[src/rtl/sm_result_encoder_if.sv]
// rtl/sm_result_encoder_if.sv - result handshake bundle between adder side, encoder and consumer
interface sm_result_encoder_if #(
  parameter int DATA_WIDTH = 8
);
  logic                  in_valid;
  logic                  in_ready;
  logic [DATA_WIDTH-1:0] in_data;
  logic                  in_carry;
  logic                  in_overflow;
  logic                  in_fmt;
  logic                  out_valid;
  logic                  out_ready;
  logic [DATA_WIDTH-1:0] out_data;
  logic                  out_carry;
  logic                  out_overflow;
  logic                  out_unrep;

  modport slave (
    input  in_valid, in_data, in_carry, in_overflow, in_fmt, out_ready,
    output in_ready, out_valid, out_data, out_carry, out_overflow, out_unrep
  );

  modport master (
    output in_valid, in_data, in_carry, in_overflow, in_fmt, out_ready,
    input  in_ready, out_valid, out_data, out_carry, out_overflow, out_unrep
  );
endinterface

[src/rtl/sm_result_encoder.sv]
// rtl/sm_result_encoder.sv - 2's-complement to sign-magnitude re-encoder with 2-entry result FIFO
// Optional transfer counter enabled by defining SMENC_STATS_EN.
module sm_result_encoder #(
  parameter int DATA_WIDTH = 8,
  parameter int CNT_WIDTH  = 16
) (
  input  logic                 clk,
  input  logic                 rst,
  sm_result_encoder_if.slave   bus,
  output logic [CNT_WIDTH-1:0] stat_count
);

  typedef struct packed {
    logic [DATA_WIDTH-1:0] data;
    logic                  carry;
    logic                  overflow;
    logic                  unrep;
  } entry_t;

  typedef enum logic [1:0] {
    EMPTY = 2'd0,
    ONE   = 2'd1,
    FULL  = 2'd2
  } occ_t;

  localparam logic [DATA_WIDTH-1:0] MOST_NEG = {1'b1, {(DATA_WIDTH-1){1'b0}}};
  localparam logic [DATA_WIDTH-2:0] LOW_ONE  = {{(DATA_WIDTH-2){1'b0}}, 1'b1};

  occ_t   state, state_nxt;
  entry_t mem [2];
  entry_t enc;
  entry_t hold;
  entry_t head;
  logic   wr_ptr, rd_ptr;
  logic   push, pop;
  logic [DATA_WIDTH-2:0] mag;

  assign bus.in_ready  = (state != FULL);
  assign bus.out_valid = (state != EMPTY);
  assign push          = bus.in_valid & bus.in_ready;
  assign pop           = bus.out_valid & bus.out_ready;

  // Only the low W-1 bits of the negation are ever stored, so negate just those.
  always_comb begin
    mag          = ~bus.in_data[DATA_WIDTH-2:0] + LOW_ONE;
    enc.data     = bus.in_data;
    enc.carry    = bus.in_carry;
    enc.overflow = bus.in_overflow;
    enc.unrep    = 1'b0;
    if (bus.in_fmt && bus.in_data[DATA_WIDTH-1]) begin
      if (bus.in_data == MOST_NEG) begin
        enc.data  = '1;
        enc.unrep = 1'b1;
      end else begin
        enc.data = {1'b1, mag};
      end
    end
  end

  always_comb begin
    state_nxt = state;
    case (state)
      EMPTY:   if (push) state_nxt = ONE;
      ONE: begin
        if (push && !pop)      state_nxt = FULL;
        else if (!push && pop) state_nxt = EMPTY;
      end
      FULL:    if (pop) state_nxt = ONE;
      default: state_nxt = EMPTY;
    endcase
  end

  always_ff @(posedge clk) begin
    if (rst) begin
      state  <= EMPTY;
      wr_ptr <= 1'b0;
      rd_ptr <= 1'b0;
      hold   <= '0;
      for (int i = 0; i < 2; i++) mem[i] <= '0;
    end else begin
      state <= state_nxt;
      if (push) begin
        mem[wr_ptr] <= enc;
        wr_ptr      <= ~wr_ptr;
      end
      if (pop) begin
        hold   <= mem[rd_ptr];
        rd_ptr <= ~rd_ptr;
      end
    end
  end

  // When drained, keep showing the last delivered entry instead of the stale slot.
  assign head             = (state == EMPTY) ? hold : mem[rd_ptr];
  assign bus.out_data     = head.data;
  assign bus.out_carry    = head.carry;
  assign bus.out_overflow = head.overflow;
  assign bus.out_unrep    = head.unrep;

`ifdef SMENC_STATS_EN
  logic [CNT_WIDTH-1:0] cnt;
  localparam logic [CNT_WIDTH-1:0] CNT_ONE = {{(CNT_WIDTH-1){1'b0}}, 1'b1};

  always_ff @(posedge clk) begin
    if (rst) begin
      cnt <= '0;
    end else if (pop && (cnt != '1)) begin
      cnt <= cnt + CNT_ONE;
    end
  end

  assign stat_count = cnt;
`else
  assign stat_count = '0;
`endif

endmodule

[src/flat_wrapper.sv]
// flat-port wrapper written by rule: the top's interface ports become plain ports
module sm_result_encoder_flat 
#(
  parameter int DATA_WIDTH = 8,
  parameter int CNT_WIDTH  = 16
)
  (clk, rst, stat_count, bus_in_valid, bus_in_data, bus_in_carry, bus_in_overflow, bus_in_fmt, bus_out_ready, bus_in_ready, bus_out_valid, bus_out_data, bus_out_carry, bus_out_overflow, bus_out_unrep);
  sm_result_encoder_if #(.DATA_WIDTH(DATA_WIDTH)) bus_i ();
  input  logic clk;
  input  logic rst;
  output logic [CNT_WIDTH-1:0] stat_count;
  input wire logic [$bits(bus_i.in_valid)-1:0] bus_in_valid;
  input wire logic [$bits(bus_i.in_data)-1:0] bus_in_data;
  input wire logic [$bits(bus_i.in_carry)-1:0] bus_in_carry;
  input wire logic [$bits(bus_i.in_overflow)-1:0] bus_in_overflow;
  input wire logic [$bits(bus_i.in_fmt)-1:0] bus_in_fmt;
  input wire logic [$bits(bus_i.out_ready)-1:0] bus_out_ready;
  output wire logic [$bits(bus_i.in_ready)-1:0] bus_in_ready;
  output wire logic [$bits(bus_i.out_valid)-1:0] bus_out_valid;
  output wire logic [$bits(bus_i.out_data)-1:0] bus_out_data;
  output wire logic [$bits(bus_i.out_carry)-1:0] bus_out_carry;
  output wire logic [$bits(bus_i.out_overflow)-1:0] bus_out_overflow;
  output wire logic [$bits(bus_i.out_unrep)-1:0] bus_out_unrep;
  assign bus_i.in_valid = bus_in_valid;
  assign bus_i.in_data = bus_in_data;
  assign bus_i.in_carry = bus_in_carry;
  assign bus_i.in_overflow = bus_in_overflow;
  assign bus_i.in_fmt = bus_in_fmt;
  assign bus_i.out_ready = bus_out_ready;
  assign bus_in_ready = bus_i.in_ready;
  assign bus_out_valid = bus_i.out_valid;
  assign bus_out_data = bus_i.out_data;
  assign bus_out_carry = bus_i.out_carry;
  assign bus_out_overflow = bus_i.out_overflow;
  assign bus_out_unrep = bus_i.out_unrep;
  sm_result_encoder #(.DATA_WIDTH(DATA_WIDTH), .CNT_WIDTH(CNT_WIDTH)) u_core (.clk(clk), .rst(rst), .bus(bus_i), .stat_count(stat_count));
endmodule
[config.mk]
export PLATFORM = sky130hd
export DESIGN_NAME = sm_result_encoder_flat
export DESIGN_NICKNAME = d
export VERILOG_FILES = /design/src/rtl/sm_result_encoder_if.sv /design/src/rtl/sm_result_encoder.sv /design/src/flat_wrapper.sv
export SDC_FILE = /design/constraint.sdc
export NUM_CORES = 1
export LEC_CHECK = 0
export CAP_MARGIN = 20
export CORE_AREA = 3 3 54 80
export DETAILED_ROUTE_END_ITERATION = 10
export DIE_AREA = 0 0 57 83
export PLACE_DENSITY = 0.86
export SETUP_SLACK_MARGIN = 0.5
export SYNTH_ARGS = -nofsm -noshare
export SYNTH_HDL_FRONTEND = slang
export SYNTH_SLANG_ARGS = --single-unit
export TNS_END_PERCENT = 5
[constraint.sdc]
create_clock -name clk -period 3.58 [get_ports clk]
set_input_delay 0.716 -clock clk [delete_from_list [all_inputs] [get_ports clk]]
set_output_delay 0.716 -clock clk [all_outputs]
set_load 0.01 [all_outputs]
== After elaboration in Yosys (flattened, before gate mapping) ==
Memories as Yosys holds them, arrays and structs flattened. A register that Yosys moved wholly into a read port is not among the register bits.
Index checks and enable logic that the tools add are counted.

* Register bits after elaboration: 15
* RAM bits: 22
* Input port bits: 15
* Output and inout port bits: 29
* Word-level logic and storage cells: 50
* Memories: 1

* $add $sub $neg: 1
* Eq/ne operators: 7
* Multiplexer cells: 20
* Bitwise operators: 5
* Reductions and logical operators: 9

{| class="wikitable"
|+ Memories
! name !! depth !! width !! rd ports !! clocked after Yosys merged registers in !! wr ports !! line !! RTL
|-
| u_core.mem || 2 || 11 || 1 || 1 || 2 || sm_result_encoder.sv:30 || <nowiki>entry_t mem [2];</nowiki>
|}

{| class="wikitable"
|+ Operator list
! cell !! count
|-
| two-way mux 11 bit || 2
|-
| two-way mux 1 bit || 11
|-
| OR reduction 11 bit || 1
|-
| equality test 8 bit, second input constant || 1
|-
| two-way mux 2 bit || 4
|-
| two-way mux 8 bit || 1
|-
| adder 7 x 1 -> 7 bit, second input constant || 1
|-
| two-way mux 7 bit || 1
|-
| inverter 7 bit || 1
|-
| case mux 2 bit (3 select lines) || 1
|-
| != test 2 x 1 -> 1 bit, second input constant || 2
|-
| logical AND 1 bit || 3
|-
| != test 3 x 1 -> 1 bit, second input constant || 1
|-
| AND reduction 3 bit || 1
|-
| bitwise AND 1 bit || 2
|-
| equality test 2 x 1 -> 1 bit, second input constant || 1
|-
| equality test 2 bit, second input constant || 1
|-
| logical NOT 1 bit || 2
|-
| logical NOT 2 bit || 1
|-
| != test 2 bit, second input constant || 1
|-
| inverter 1 bit || 2
|-
| nonzero test 2 bit || 1
|}

== Logic depth before layout (Yosys ltp) ==
* Depth after elaboration: 7
* Gate-level depth with buffers: 7
* Depth with buffers taken out: 6

== Worst setup path after synthesis ==
No wires, ideal clock.

* Path kind: input port to flip-flop
* Start point: input bus_in_data[0]
* End point: memory u_core.mem[0][5] (netlist name), data pin
* Library setup time: 167 ps
* Data arrival time: 1,812 ps
* Data required time: 3,413 ps
* Slack: 1,600 ps
* Stages: 5
* Buffers on the path: 0
* Cell sequence: inv_1 > ha_1 > nor3b_1 > nand2_1 > a211oi_1

{| class="wikitable"
|+ RTL lines
! element !! line !! RTL
|-
| start, declared || flat_wrapper.sv:13 || <nowiki>input wire logic [$bits(bus_i.in_data)-1:0] bus_in_data;</nowiki>
|-
| end, declared || sm_result_encoder.sv:30 ||
|}

==> run summary <==
outcome: finished, final reports clean
Max clock buf depth: 2
dpl hpwl: 2.495 mm
# nets final: 239
largest family of logic cells by synthesized area: simple AND/OR/NAND/NOR gates
Area Growth Syn to Fin: 15.95%
Final GP Congestion: 0.7145
WHS: 501.3 ps
Horiz. Die Dim: 57 um
Tightest Pin Transition: 780.3 ps
gr usage total: 16.15%
Slew Viols, Final: 0
Synth cell types: 35
CP Capture Type: output pin
crit start category: flip-flop
worst-path maximum fanout: 11
setup TNS: 0 ps
CTS sink cnt: 38
Post-synth EDFFs: 22
Final Hold Fails: 0
Vias: 1415
Routed WL per cell: 12.95 um
layout cells sized above 1: 5.830%
Tmin final: 2673 ps
kind of critical path: reg2out
Worst Clk Skew: 4.419 ps
# fillers: 316
setup bufs post-CTS: 0
Clk Latency, worst-skew pair: 290 ps
Mapped Cells: 199
post_cts resized: 0
final setup violating endpoints: 0
Highest Clock Rate: 374.1 MHz
cts hold-fix bufs: 0
critical path, cell by cell: mux2i_1, a21oi_1, clkdlybuf4s50_1
R2R setup slack: 1550 ps
H-tree depth: 2
Max VDD drop: 0.2927 mV
post-synthesis xor/xnor area fraction: 0.4467%
final instance area: 2273 sq um
Die Span Y: 83 um
clk root buf: clkbuf_8
Clock Pin Slew Worst Setup and Hold Paths: 70 ps
adder-cell share of the synthesized area: 1.276%
FFs w/ async S/R, synth: 0%
Max Cap Violations: 0
total power: 1.002 mW
sequential cell area fraction in the yosys report: 50.03%
DRT Pass-1 Iters: 4
CP Data Arrival Time: 1960 ps
Max-slew headroom: 47.87%
Routed WL: 3.446 mm
Site Rows: 27
most used flip-flop cell after synthesis: edfxtp_1
Synth Warn #: 0
Post-Synth Simple-Gate Area: 16.85%
worst reg-to-reg path cell count: 3
Initial DRC Count: 22
origin of the critical flop-to-flop path: u_core.state[0]
CTS buffer count: 5
synthesized area per cell: 9.852 sq um
I/O Pins: 44
Power Dens Cells: 440.9 nW/um^2
FF-to-FF End: u_core.mem[1][4]
Antenna diodes: 0
RSZ-0062 raised after global routing: no
Initial Utilization: 52.76%
Leak: 0.8383 nW
Worst setup endpoint: bus_out_carry
antenna violations before repair: 0
I/O Buffers: 27
pin count of the biggest net entering global routing: 25
CP max stage cell: dfxtp_1
area of the die: 4731 sq um
core area: 3716 sq um
first-pass GRT wire length: 5.899 mm
Tcrit/Tclk final: 74.66%
delay of the slowest cell on the worst path: 700 ps
Placed Instance Area: 2183 sq um
min-delay worst type: reg2reg
Via density: 5.320
DRC viols: 0
CTS tree: built
WP data required: 2860 ps
synthesized cell area: 1961 sq um
vias in the first global route: 1411
Synth Register Bits: 38
mux contribution to synthesized area: 6.637%
grt ovf: 0
Post-DRT Antenna Nets: 0
Compound-Gate Fraction of Synth Area: 14.23%
==> worst min-delay path by stage <==
| stage | startpoint | endpoint | slack, ps | cells past startpoint |
|---|---|---|---|---|
| 5_1_grt | u_core.hold[6] | u_core.hold[6] | 530 | 2 |
| 3_5_place_dp | u_core.hold[6] | u_core.hold[6] | 490 | 2 |
| 6_report | u_core.hold[7] | u_core.hold[7] | 500 | 2 |
| 3_3_place_gp | u_core.hold[9] | u_core.hold[9] | 490 | 2 |
| 2_1_floorplan | u_core.hold[0] | u_core.hold[0] | 480 | 2 |
| 4_1_cts | u_core.hold[6] | u_core.hold[6] | 500 | 2 |
==> metrics by stage <==
step	utilization [%]	instances	worst slack (ps)
6_report	61.18	266	907.2
2_1_floorplan	-	214	1600
5_1_grt	61.18	266	736.0
3_5_place_dp	58.75	258	740.4
3_3_place_gp	58.75	258	910.1
4_1_cts	61.18	266	892.2
==> kinds of logic after synthesis <==
logic type / Yosys count
AOI/OAI and AO/OA: 40
buffers and inverters: 36
other: 1
and+or+nand+nor: 68
DFF: 38
xor gates and xnor gates: 1
adders and majority gates: 2
muxes: 13
==> where the power goes <==
| part | total (mW) | leakage [nW] | switching [mW] | internal (mW) |
|---|---|---|---|---|
| Sequential | 0.513 | 0.364 | 0.0181 | 0.495 |
| Combinational | 0.194 | 0.428 | 0.101 | 0.0931 |
| Clock | 0.295 | 0.0455 | 0.138 | 0.157 |
==> worst max-delay path: cells and delay by family, from the launching register on <==
kind	cells	cell delay, ps
DFF	1	700
buffers and inverters	1	550
muxes	1	220
AOI/OAI and AO/OA	1	190
==> cell usage in the layout, fill, tap and decap left out <==
master	count
a21bo_2	1
xnor2_1	1
clkbuf_8	6
or4_4	1
nor3b_1	2
o311ai_0	1
nand3b_1	2
a2111oi_2	1
nand2_1	3
o21ai_0	2
buf_4	2
clkbuf_1	2
a31oi_1	1
nand2b_1	3
a211oi_1	16
clkdlybuf4s50_1	27
or3b_2	1
and2_1	2
conb_1	16
nand4b_1	2
nor2_1	37
inv_1	8
edfxtp_1	22
or2_2	1
o311a_1	1
dfxtp_1	16
nor4_1	2
a21oi_1	13
a2bb2oi_1	1
o21a_1	2
nor2b_1	2
mux2i_1	13
nor3_1	10
ha_1	2
o211a_1	1
==> metal layers <==
layer  routed length, um  track usage [%]
met5                   0                0
met3                 169            5.132
met4                 102            9.494
met1                1331            15.98
met2                1843            28.41
==> state kept, by name (all words and copies together), names as in the netlist, named ones only <==
signal	cells
u_core.wr_ptr	1
u_core.hold	11
u_core.mem	22
u_core.state	2
u_core.rd_ptr	1
==> final cells by class <==
class                           count  area [sq um]  area share [%]
Multi-Input combinational cell    140         833.3           36.65
Tap cell                           43         53.80           2.367
Clock buffer                        8         90.09           3.963
Sequential cell                    38         980.9           43.15
Inverter                            8         30.03           1.321
Timing Repair Buffer               29         285.3           12.55
==> synth_stat cells, types with 2 or more instances <==
cell      instances  area (sq um)
inv_1             8         30.03
clkbuf_1          8         30.03
nor2b_1           2         12.51
a211oi_1         16         120.1
nand3b_1          2         15.01
and2_1            2         12.51
a21oi_1          13         65.06
o21a_1            2         15.01
nor4_1            2         12.51
nand2b_1          3         18.77
o21ai_0           2         10.01
nor2_1           37         138.9
nand4b_1          2         17.52
nor3b_1           2         15.01
mux2i_1          13         130.1
nor3_1           10         50.05
edfxtp_1         22         660.6
dfxtp_1          16         320.3
ha_1              2         25.02
buf_4            17         127.6
clkbuf_2          2         10.01
nand2_1           3         11.26
Note: power is estimated with default switching activity, not from simulation.
